`src/rtl/fp_pkg.sv`:
```
// Shared definitions for the parametrised floating-point blocks: default format,
// exponent bias, field extraction and the saturation constant.
package fp_pkg;

  localparam int DEF_EXP_W = 4;
  localparam int DEF_MAN_W = 7;

  // Wide carrier so the helpers work for any format up to 64 bits.
  localparam int MAX_W = 64;
  typedef logic [MAX_W-1:0] word_t;

  function automatic int fp_bias(input int exp_w);
    return (1 << (exp_w - 1)) - 1;
  endfunction

  function automatic logic fp_sign(input word_t w, input int exp_w, input int man_w);
    return w[exp_w + man_w];
  endfunction

  function automatic word_t fp_exp(input word_t w, input int exp_w, input int man_w);
    return (w >> man_w) & ((word_t'(1) << exp_w) - word_t'(1));
  endfunction

  function automatic word_t fp_frac(input word_t w, input int man_w);
    return w & ((word_t'(1) << man_w) - word_t'(1));
  endfunction

  // {s, all-ones exponent, all-ones fraction}
  function automatic word_t fp_max_finite(input logic s, input int exp_w, input int man_w);
    return (word_t'(s) << (exp_w + man_w)) | ((word_t'(1) << (exp_w + man_w)) - word_t'(1));
  endfunction

endpackage

```
`src/rtl/fp_round_pack.sv`:
```
// Normalise, round-to-nearest-even, saturate/flush and pack a raw significand
// product. Purely combinational; shared with the adder datapath.
module fp_round_pack
  import fp_pkg::*;
#(
  parameter int EXP_W = DEF_EXP_W,
  parameter int MAN_W = DEF_MAN_W
)(
  input  logic                          sign,
  input  logic                          zero,
  input  logic signed [EXP_W+1:0]       exp_in,
  input  logic [2*MAN_W+1:0]            prod,
  output logic [EXP_W+MAN_W:0]          res,
  output logic                          ovf,
  output logic                          unf
);

  localparam int W  = 1 + EXP_W + MAN_W;
  localparam int PW = 2 * MAN_W + 2;
  localparam int EW = EXP_W + 2;
  localparam logic signed [EW-1:0] EXP_MAX = EW'((2 ** EXP_W) - 1);
  localparam logic signed [EW-1:0] EXP_MIN = EW'(1);

  logic                   shift;
  logic [PW-2:0]          norm;
  logic [MAN_W-1:0]       frac;
  logic                   guard;
  logic                   sticky;
  logic                   round_up;
  logic [MAN_W:0]         frac_r;
  logic signed [EW-1:0]   exp_f;

  // NOTE: every always_comb output gets a default first so no path leaves a latch.
  always_comb begin
    shift    = prod[PW-1];
    // Leading one is dropped; norm holds fraction, guard and sticky bits.
    norm     = shift ? prod[PW-2:0] : {prod[PW-3:0], 1'b0};
    frac     = norm[PW-2 -: MAN_W];
    guard    = norm[PW-2-MAN_W];
    sticky   = |norm[PW-3-MAN_W:0];
    round_up = guard & (sticky | frac[0]);
    frac_r   = {1'b0, frac} + {{MAN_W{1'b0}}, round_up};
    exp_f    = exp_in + EW'(shift) + EW'(frac_r[MAN_W]);

    res = {sign, {(W-1){1'b0}}};
    ovf = 1'b0;
    unf = 1'b0;
    if (!zero) begin
      if (exp_f > EXP_MAX) begin
        res = W'(fp_max_finite(sign, EXP_W, MAN_W));
        ovf = 1'b1;
      end else if (exp_f < EXP_MIN) begin
        unf = 1'b1;
      end else begin
        res = {sign, exp_f[EXP_W-1:0], frac_r[MAN_W-1:0]};
      end
    end
  end

endmodule

```
`src/rtl/fp_mult_pipe.sv`:
```
// Three-stage pipelined floating-point multiplier with valid/ready flow control
// and a single global advance enable (stalls hold every stage, bubbles kept).
module fp_mult_pipe
  import fp_pkg::*;
#(
  parameter int EXP_W = DEF_EXP_W,
  parameter int MAN_W = DEF_MAN_W
)(
  input  logic                   clk,
  input  logic                   rst,
  input  logic                   in_valid,
  output logic                   in_ready,
  input  logic [EXP_W+MAN_W:0]   in1,
  input  logic [EXP_W+MAN_W:0]   in2,
  output logic                   out_valid,
  input  logic                   out_ready,
  output logic [EXP_W+MAN_W:0]   out,
  output logic                   out_ovf,
  output logic                   out_unf
);

  localparam int W  = 1 + EXP_W + MAN_W;
  localparam int SW = MAN_W + 1;
  localparam int PW = 2 * SW;
  localparam int EW = EXP_W + 2;
  localparam logic [EW-1:0] BIAS = EW'(fp_bias(EXP_W));

  logic adv;
  assign adv      = !out_valid || out_ready;
  assign in_ready = adv;

  // S1 combinational unpack
  logic [EXP_W-1:0] exp_a, exp_b;
  logic [MAN_W-1:0] frac_a, frac_b;
  logic             sign_ab;
  logic             zero_ab;
  logic [EW-1:0]    exp_sum;

  always_comb begin
    exp_a   = EXP_W'(fp_exp(word_t'(in1), EXP_W, MAN_W));
    exp_b   = EXP_W'(fp_exp(word_t'(in2), EXP_W, MAN_W));
    frac_a  = MAN_W'(fp_frac(word_t'(in1), MAN_W));
    frac_b  = MAN_W'(fp_frac(word_t'(in2), MAN_W));
    sign_ab = fp_sign(word_t'(in1), EXP_W, MAN_W) ^ fp_sign(word_t'(in2), EXP_W, MAN_W);
    // exp==0 covers denormal encodings too: they flush to zero here.
    zero_ab = (exp_a == '0) || (exp_b == '0);
    exp_sum = {2'b00, exp_a} + {2'b00, exp_b} - BIAS;
  end

  // Stage registers
  logic                  s1_valid, s2_valid;
  logic                  s1_sign, s1_zero, s2_sign, s2_zero;
  logic signed [EW-1:0]  s1_exp, s2_exp;
  logic [SW-1:0]         s1_sig_a, s1_sig_b;
  logic [PW-1:0]         s2_prod;

  // S3 combinational round/pack
  logic [W-1:0] rp_res;
  logic         rp_ovf, rp_unf;

  fp_round_pack #(.EXP_W(EXP_W), .MAN_W(MAN_W)) u_round_pack (
    .sign   (s2_sign),
    .zero   (s2_zero),
    .exp_in (s2_exp),
    .prod   (s2_prod),
    .res    (rp_res),
    .ovf    (rp_ovf),
    .unf    (rp_unf)
  );

  // NOTE: sequential state uses non-blocking assignments so every stage samples
  // the previous stage's pre-edge value.
  always_ff @(posedge clk or posedge rst) begin
    if (rst) begin
      s1_valid  <= 1'b0;
      s2_valid  <= 1'b0;
      out_valid <= 1'b0;
      out       <= '0;
      out_ovf   <= 1'b0;
      out_unf   <= 1'b0;
    end else if (adv) begin
      s1_valid  <= in_valid;
      s2_valid  <= s1_valid;
      out_valid <= s2_valid;
      out       <= rp_res;
      out_ovf   <= s2_valid & rp_ovf;
      out_unf   <= s2_valid & rp_unf;
    end
  end

  // NOTE: internal datapath registers carry no reset; their contents only matter
  // when the matching valid bit is set, and that bit is reset.
  always_ff @(posedge clk) begin
    if (adv) begin
      s1_sign  <= sign_ab;
      s1_zero  <= zero_ab;
      s1_exp   <= exp_sum;
      s1_sig_a <= {1'b1, frac_a};
      s1_sig_b <= {1'b1, frac_b};
      s2_sign  <= s1_sign;
      s2_zero  <= s1_zero;
      s2_exp   <= s1_exp;
      s2_prod  <= s1_sig_a * s1_sig_b;
    end
  end

endmodule

```
`config.mk`:
```
export PLATFORM = sky130hd
export DESIGN_NAME = fp_mult_pipe
export DESIGN_NICKNAME = d
export VERILOG_FILES = /design/src/rtl/fp_pkg.sv /design/src/rtl/fp_round_pack.sv /design/src/rtl/fp_mult_pipe.sv
export SDC_FILE = /design/constraint.sdc
export NUM_CORES = 1
export LEC_CHECK = 0
export CORE_ASPECT_RATIO = 0.7
export CORE_MARGIN = 2
export CORE_UTILIZATION = 45
export DETAILED_ROUTE_END_ITERATION = 7
export PLACE_DENSITY = 0.67
export SLEW_MARGIN = 20
export SYNTH_ARGS = -nofsm -noshare
export SYNTH_HDL_FRONTEND = slang
export SYNTH_SLANG_ARGS = --single-unit
```
`constraint.sdc`:
```
create_clock -name clk -period 4.1 [get_ports clk]
set_input_delay 0.82 -clock clk [delete_from_list [all_inputs] [get_ports clk]]
set_output_delay 0.82 -clock clk [all_outputs]
set_load 0.02 [all_outputs]
```
==> metrics.yaml, run 1 <==
die:
  die_w_um: 127
  start_util_pct: 46.3
  row_count: 31
  design.die.area_sq_um: 11500
  dieHeight_um: 90.4
  core_area_sq_um: 10400
  io_pins: 44
synthesis:
  yosys_warnings: 0
  synthMostInstantiatedCell: "sky130_fd_sc_hd__inv_1"
  post-synth-top-area-fraction_pct: 28.8
  synth_fp_nets: 538
  avgSynthCellArea_sq_um: 11.2
  synth_common_cells: "80 x sky130_fd_sc_hd__inv_1, 46 x sky130_fd_sc_hd__edfxtp_1, 44 x sky130_fd_sc_hd__ha_1, 38 x sky130_fd_sc_hd__fa_1, 36 x sky130_fd_sc_hd__and2_1"
  postSynthCellCount: 428
  synth_top_flop_cell: "sky130_fd_sc_hd__edfxtp_1"
  sequential_share_of_the_synthesized_area_pct: 37.6
  number_of_enable_type_register_cells_in_the_synthesized_netlist: 46
  synthTopCellsByArea: "sky130_fd_sc_hd__edfxtp_1 29%, sky130_fd_sc_hd__fa_1 16%, sky130_fd_sc_hd__ha_1 11%, sky130_fd_sc_hd__dfrtp_1 8.9%, sky130_fd_sc_hd__inv_1 6.3%"
  ys_ff_latch: 63
  syn_area_sq_um: 4800
  synthArstFlopShare_pct: 27.0
  synth.lib_cells_used.distinct: 57
  library_cell_occupying_the_most_area_in_the_post_synthesis_netlist: "sky130_fd_sc_hd__edfxtp_1"
critical_path:
  worstSetupPathType: "register to register"
  worst_path_most_repeated_cell: "sky130_fd_sc_hd__fa_1"
  r2r_slack_ps: -120
  worstSetupEndpoint: "s2_prod[12]"
  critical_path.cell_chain: "buf_6 > and2_4 > fa_1 > inv_2 > fa_1 > inv_2 > fa_1 > inv_1 > fa_1 > inv_2 > ha_4 > a21oi_4 > o21ai_2 > a41oi_4 > buf_6 > nand3b_1 > o311ai_2"
  slowest_stage: "sky130_fd_sc_hd__fa_1"
  reg2reg_depth: 17
  data_required_time_of_the_worst_path_ps: 4160
  crit_arrival_ps: 4280
  startpoint: "s1_sig_b[3]"
  critPathMaxFanout: 4
  reg2reg_to: "s2_prod[12]"
  setup.worst_path.end_class: "register"
  crit_path_max_incr_delay_ps: 550
  critPathLaunchType: "register"
  rr_startpoint: "s1_sig_b[3]"
timing:
  achievable-frequency_mhz: 237
  min_period_ps: 4220
  postLayoutSetupSlackWorst_ps: -125
  final_hold_viol_count: 0
  layout_worst_path_cycle_share_pct: 103
  worst_clock_skew_ps: 6.92
  worst_slew_margin_rel_pct: 57.2
  timing.final.max_slew_violations: 0
  rsz0062_at_grt: "true"
  setup_violations: 7
  hold_ws_ps: 420
  worst_pin_slew_ps: 641
clock_network:
  cts_made_buffers: 9
  worst_setup_hold_path_clk_slew_ps: 60
  cts_buffer_depth: 2
  clock_latency_on_the_worst_skew_pair_ps: 330
  postCtsHoldBufs: 0
  tritoncts: "yes"
  clock_tree.htree_level_count: 3
  clock_sink_count: 63
  cts-root-buf: "sky130_fd_sc_hd__clkbuf_16"
worst_hold_path:
  hp-class: "register to register"
global_routing:
  first_global_vias: 3497
  grt_start_max_net_pins: 47
  grt_first_pass_wirelength_mm: 16.4
  grt_remaining_overflow: 0
  groute.usage.overall_pct: 18.0
  number_of_antenna_violations_at_the_first_check_in_global_routing: 0
routing:
  route.detailed.drc: 0
  drt_first_iter_violations: 121
  drt-total-wl_mm: 9.86
  first_pass_iters: 4
  viasPerCell: 5.05
  avgRoutedWirePerCell_um: 14.7
  route.antenna.remaining_nets: 0
  vias: 3382
placement:
  portBuffers: 43
  globalplace.congestion: 0.915
  dpl.hpwl_mm: 7.15
final_layout:
  finalNetCount: 643
  fillerInstances: 816
  layout-area-overhead-vs-synth_pct: 32.0
  antenna_cells_inserted: 0
  final_layout_size_suffix_gt1_share_pct: 23.0
run_status:
  failed_checks: "negative setup slack"
  status: "finished, violations left"
job:
  timing.max_cap.violations: 0
stage by stage:
| stage | instances | TNS [ps] | setup WS (ps) | utilization [%] | cell area (sq um) |
|---|---|---|---|---|---|
| after floorplan | 428 | 0 | 19.9 | - | 4830 |
| after global placement | 628 | -580 | -189 | 54.3 | 5620 |
| after detailed placement | 628 | -819 | -215 | 54.3 | 5620 |
| after CTS | 660 | -398 | -112 | 59.0 | 6110 |
| after global routing | 670 | -1380 | -294 | 61.2 | 6330 |
| final | 670 | -215 | -125 | 61.2 | 6330 |
placed cells by master (no fill, tap or decap), types with 4 or more instances in the layout:
| cell type | netlist | layout |
|---|---|---|
| sky130_fd_sc_hd__fa_2 | 0 | 5 |
| sky130_fd_sc_hd__edfxtp_1 | 46 | 46 |
| sky130_fd_sc_hd__nor2b_1 | 5 | 5 |
| sky130_fd_sc_hd__clkdlybuf4s50_1 | 0 | 43 |
| sky130_fd_sc_hd__nor2_1 | 13 | 10 |
| sky130_fd_sc_hd__dfrtp_1 | 17 | 17 |
| sky130_fd_sc_hd__mux2i_1 | 5 | 5 |
| sky130_fd_sc_hd__clkbuf_16 | 0 | 9 |
| sky130_fd_sc_hd__inv_1 | 80 | 71 |
| sky130_fd_sc_hd__buf_4 | 1 | 47 |
| sky130_fd_sc_hd__ha_4 | 0 | 7 |
| sky130_fd_sc_hd__a21oi_1 | 13 | 9 |
| sky130_fd_sc_hd__and2_4 | 0 | 6 |
| sky130_fd_sc_hd__nand3_1 | 5 | 5 |
| sky130_fd_sc_hd__inv_2 | 0 | 8 |
| sky130_fd_sc_hd__buf_6 | 1 | 9 |
| sky130_fd_sc_hd__nand2b_1 | 8 | 8 |
| sky130_fd_sc_hd__a21o_1 | 5 | 5 |
| sky130_fd_sc_hd__nand2_1 | 26 | 25 |
| sky130_fd_sc_hd__and2_1 | 36 | 30 |
| sky130_fd_sc_hd__a221o_1 | 9 | 9 |
| sky130_fd_sc_hd__fa_1 | 38 | 33 |
| sky130_fd_sc_hd__xnor2_1 | 14 | 13 |
| sky130_fd_sc_hd__xor2_1 | 4 | 4 |
| sky130_fd_sc_hd__ha_1 | 44 | 37 |
worst max-delay path: cells and delay by family (launching register included):
family          cells  cell delay (ps)
flops               1              430
fa+ha+maj           5             2250
simple gates        2              260
compound gates      4              570
buf+inv             6              460
per-layer routing:
layer	track usage, %	vias up	wire length [um]
met3	3.79	13	259
met4	5.77	0	149
met5	0	-	0
met1	25.2	1676	4860
li1	-	1653	-
met2	28.1	40	4600
how the worst min path moves through the flow:
stage               startpoint   endpoint  cells past startpoint
detailed placement   s1_exp[2]  s2_exp[2]                      0
finish               s1_exp[2]  s2_exp[2]                      0
CTS                  s1_exp[2]  s2_exp[2]                      0
global placement     s1_exp[3]  s2_exp[3]                      0
global route         s1_exp[2]  s2_exp[2]                      0
floorplan            s1_exp[0]  s2_exp[0]                      0
sequential cells by signal, summed over array words and instances, names as in the netlist:
signal / flops
s2_exp: 6
s1_sig_a: 7
out_unf: 1
out_valid: 1
s1_zero: 1
s2_sign: 1
s2_prod: 16
s1_sig_b: 7
out: 12
s1_sign: 1
s2_zero: 1
out_ovf: 1
s1_valid: 1
s2_valid: 1
s1_exp: 6
cells by family (layout without fill, tap and decap cells):
logic type | Yosys count | count (layout) | share of synthesized area, %
AOI/OAI and AO/OA | 58 | 58 | 9.46
xor gates and xnor gates | 18 | 18 | 3.28
adders and majority gates | 82 | 82 | 27.3
buffers and inverters | 85 | 195 | 6.91
DFF | 63 | 63 | 37.6
muxes | 9 | 9 | 1.98
and+or+nand+nor | 113 | 113 | 13.4
area by class of cell:
type                    instances  area (sq um)  share of cell area (%)
multi-input cells             280          2890                    45.7
flip-flops and latches         63          1810                    28.5
repair buffers                 99           885                    14.0
inverters                      80           300                    4.74
clock buffers                  11           253                    3.99
well taps                     132           165                    2.61
clock inverters                 5          32.5                   0.514
repair_timing:
action | 4_1_cts | 5_1_grt
gates resized for setup | 20 | 33
setup buffers | 16 | 10
pin swaps | 24 | 28
setup endpoints to repair | 6 | 8
Power of run 1 is not shown: default switching activity piles up to over one toggle a cycle in this logic, so the estimate is an artifact.
==> inputs of run 2 (changes only) <==
CORE_UTILIZATION = 40   (was 45)
PLACE_DENSITY = not set   (was 0.67)
REMOVE_ABC_BUFFERS = 1   (was not set)
==> run 2 against run 1 <==
  * Global-route usage decreased by 1.3 points
  * Clock skew decreased by 2.3 ps
  * Count of clock-buffer cells in the layout shrank 1
  * Non-clock buffer count decreased by 1
  * First-iteration DRC count grew 68%
  * Critical path type unchanged
  * Core utilization fell by 6.8 points
  * Routed wire length decreased by 0.12%
  * The flow still finishes with violations (negative setup slack)
==> metrics.yaml, run 2 (synthesized netlist as in run 1, its figures left out) <==
power_and_ir_drop:
  ir_worst_vdd_v: 0.000622
  cellPowerDensity_nw_per_um2: 974
  design_power_total_mw: 6.18
  power_leakage_nw: 2.86
die:
  dieHeight_um: 95.7
  io_pins: 44
  row_count: 33
  core_area_sq_um: 11700
  design.die.area_sq_um: 12900
  die_w_um: 135
  start_util_pct: 41.1
clock_network:
  cts_buffer_depth: 2
  clock_latency_on_the_worst_skew_pair_ps: 330
  clock_sink_count: 63
  cts_made_buffers: 9
  worst_setup_hold_path_clk_slew_ps: 60
  postCtsHoldBufs: 0
  cts-root-buf: "sky130_fd_sc_hd__clkbuf_16"
  tritoncts: "yes"
  clock_tree.htree_level_count: 3
timing:
  min_period_ps: 4200
  timing.final.max_slew_violations: 0
  setup_violations: 4
  worst_pin_slew_ps: 620
  worst_slew_margin_rel_pct: 58.6
  achievable-frequency_mhz: 238
  rsz0062_at_grt: "true"
  worst_clock_skew_ps: 4.64
  postLayoutSetupSlackWorst_ps: -100
  final_hold_viol_count: 0
  layout_worst_path_cycle_share_pct: 102
final_layout:
  final_layout_size_suffix_gt1_share_pct: 20.5
  largest_registers: "s2_prod x16, out x12"
  regMostFlops: "s2_prod"
  fillerInstances: 1018
  antenna_cells_inserted: 0
  layout.cells.most_common_list: "74 x sky130_fd_sc_hd__inv_1, 47 x sky130_fd_sc_hd__buf_4, 46 x sky130_fd_sc_hd__edfxtp_1"
  utilization_pct: 54.4
  layout-area-overhead-vs-synth_pct: 32.3
  finalNetCount: 642
  final_cell_count_no_fill: 694
  largest_register_ffs: 16
  layout_commonest_cell: "sky130_fd_sc_hd__inv_1"
global_routing:
  groute.usage.overall_pct: 16.7
  grt_first_pass_wirelength_mm: 16.6
  number_of_antenna_violations_at_the_first_check_in_global_routing: 0
  grt_remaining_overflow: 0
  grt_start_max_net_pins: 47
  first_global_vias: 3454
routing:
  route.antenna.remaining_nets: 0
  drt-total-wl_mm: 9.85
  route.detailed.drc: 0
  viasPerCell: 4.88
  drt_first_iter_violations: 203
  first_pass_iters: 5
  vias: 3384
  avgRoutedWirePerCell_um: 14.2
placement:
  globalplace.congestion: 0.807
  placed_cells_incl_taps: 663
  dpl.hpwl_mm: 7.37
  portBuffers: 43
critical_path:
  critPathLaunchType: "register"
  setup.worst_path.end_class: "register"
  crit_arrival_ps: 4400
  critPathMaxFanout: 5
  worstSetupPathType: "register to register"
  data_required_time_of_the_worst_path_ps: 4300
job:
  timing.max_cap.violations: 0
run_status:
  status: "finished, violations left"
  failed_checks: "negative setup slack"
worst_hold_path:
  hp-class: "register to register"
run 2: cell count changes in the layout (fill, tap and decap cells not counted), moves of 3 or more:
| cell | before | now |
|---|---|---|
| sky130_fd_sc_hd__a21oi_2 | 1 | 4 |
| sky130_fd_sc_hd__a21oi_4 | 3 | 0 |
| sky130_fd_sc_hd__bufinv_16 | 0 | 4 |
| sky130_fd_sc_hd__clkinvlp_4 | 3 | 0 |
| sky130_fd_sc_hd__inv_1 | 71 | 74 |
| sky130_fd_sc_hd__inv_2 | 8 | 5 |
run 2: layout make-up:
class / instances / area (sq um) / area share (%)
clock buffer: 10 / 229 / 3.61
sequential: 63 / 1810 / 28.4
multi-input combinational: 280 / 2810 / 44.3
timing repair buffer: 98 / 873 / 13.8
clock inverter: 6 / 133 / 2.09
inverter: 80 / 300 / 4.73
tap: 157 / 196 / 3.09
run 2: where the power goes:
group	leakage, nW	switching [mW]	internal [mW]
Clock	0.174	0.282	0.654
Combinational	2.01	2.01	2.02
Sequential	0.678	0.160	1.05
Total	2.86	2.46	3.73
run 2: worst paths after layout:
check	to	slack (ps)	cells after the start	from
worst max-delay path	s2_prod[14]	-100	14	s1_sig_b[3]
worst min-delay path	s2_exp[4]	420	0	s1_exp[4]
worst max register to register	s2_prod[14]	-100	14	s1_sig_b[3]
worst min register to register	s2_exp[4]	420	0	s1_exp[4]
max in group asynchronous	out[0]	2830	2	rst
min in group asynchronous	out[10]	870	2	rst
run 2: critical path, stage by stage, from the launching register on:
cell and delay (ps):
sky130_fd_sc_hd__edfxtp_1 460, sky130_fd_sc_hd__buf_6 160, sky130_fd_sc_hd__and2_1 160, sky130_fd_sc_hd__fa_1 560
sky130_fd_sc_hd__fa_1 440, sky130_fd_sc_hd__fa_1 500, sky130_fd_sc_hd__inv_1 60, sky130_fd_sc_hd__fa_1 500
sky130_fd_sc_hd__inv_2 50, sky130_fd_sc_hd__ha_4 290, sky130_fd_sc_hd__nand2_1 70, sky130_fd_sc_hd__o21ai_2 150
sky130_fd_sc_hd__a41oi_4 70, sky130_fd_sc_hd__or4_1 510, sky130_fd_sc_hd__nand3_1 100
run 2: through the flow:
step | worst slack (ps) | hold WS (ps) | cell area (sq um) | TNS, ps
final | -100 | 416 | 6350 | -190
after global routing | -205 | 431 | 6350 | -1090
after floorplan | -145 | 400 | 4770 | -509
after CTS | 5.26 | 422 | 6290 | 0
after global placement | -189 | 403 | 5700 | -947
after detailed placement | -277 | 407 | 5700 | -1280
run 2: layer usage:
| layer | part of all wire, % | vias to the layer above | global-route usage (%) |
|---|---|---|---|
| li1 | - | 1661 | - |
| met1 | 51 | 1660 | 23.9 |
| met2 | 45 | 54 | 26.0 |
| met3 | 2.7 | 9 | 3.08 |
| met4 | 1.2 | 0 | 4.74 |
| met5 | 0 | - | 0 |
run 2: timing repair:
action	CTS	global route
pin swaps	29	14
gates resized for setup	27	13
endpoints found under the setup margin	7	8
buffers inserted	13	2
Note: power is estimated with default switching activity, not from simulation.
==> inputs of run 3 (changes only) <==
CTS_CLUSTER_SIZE = 30   (was not set)
==> results of run 3 <==
Final layout, timing and power as in run 2 (identical DEF).
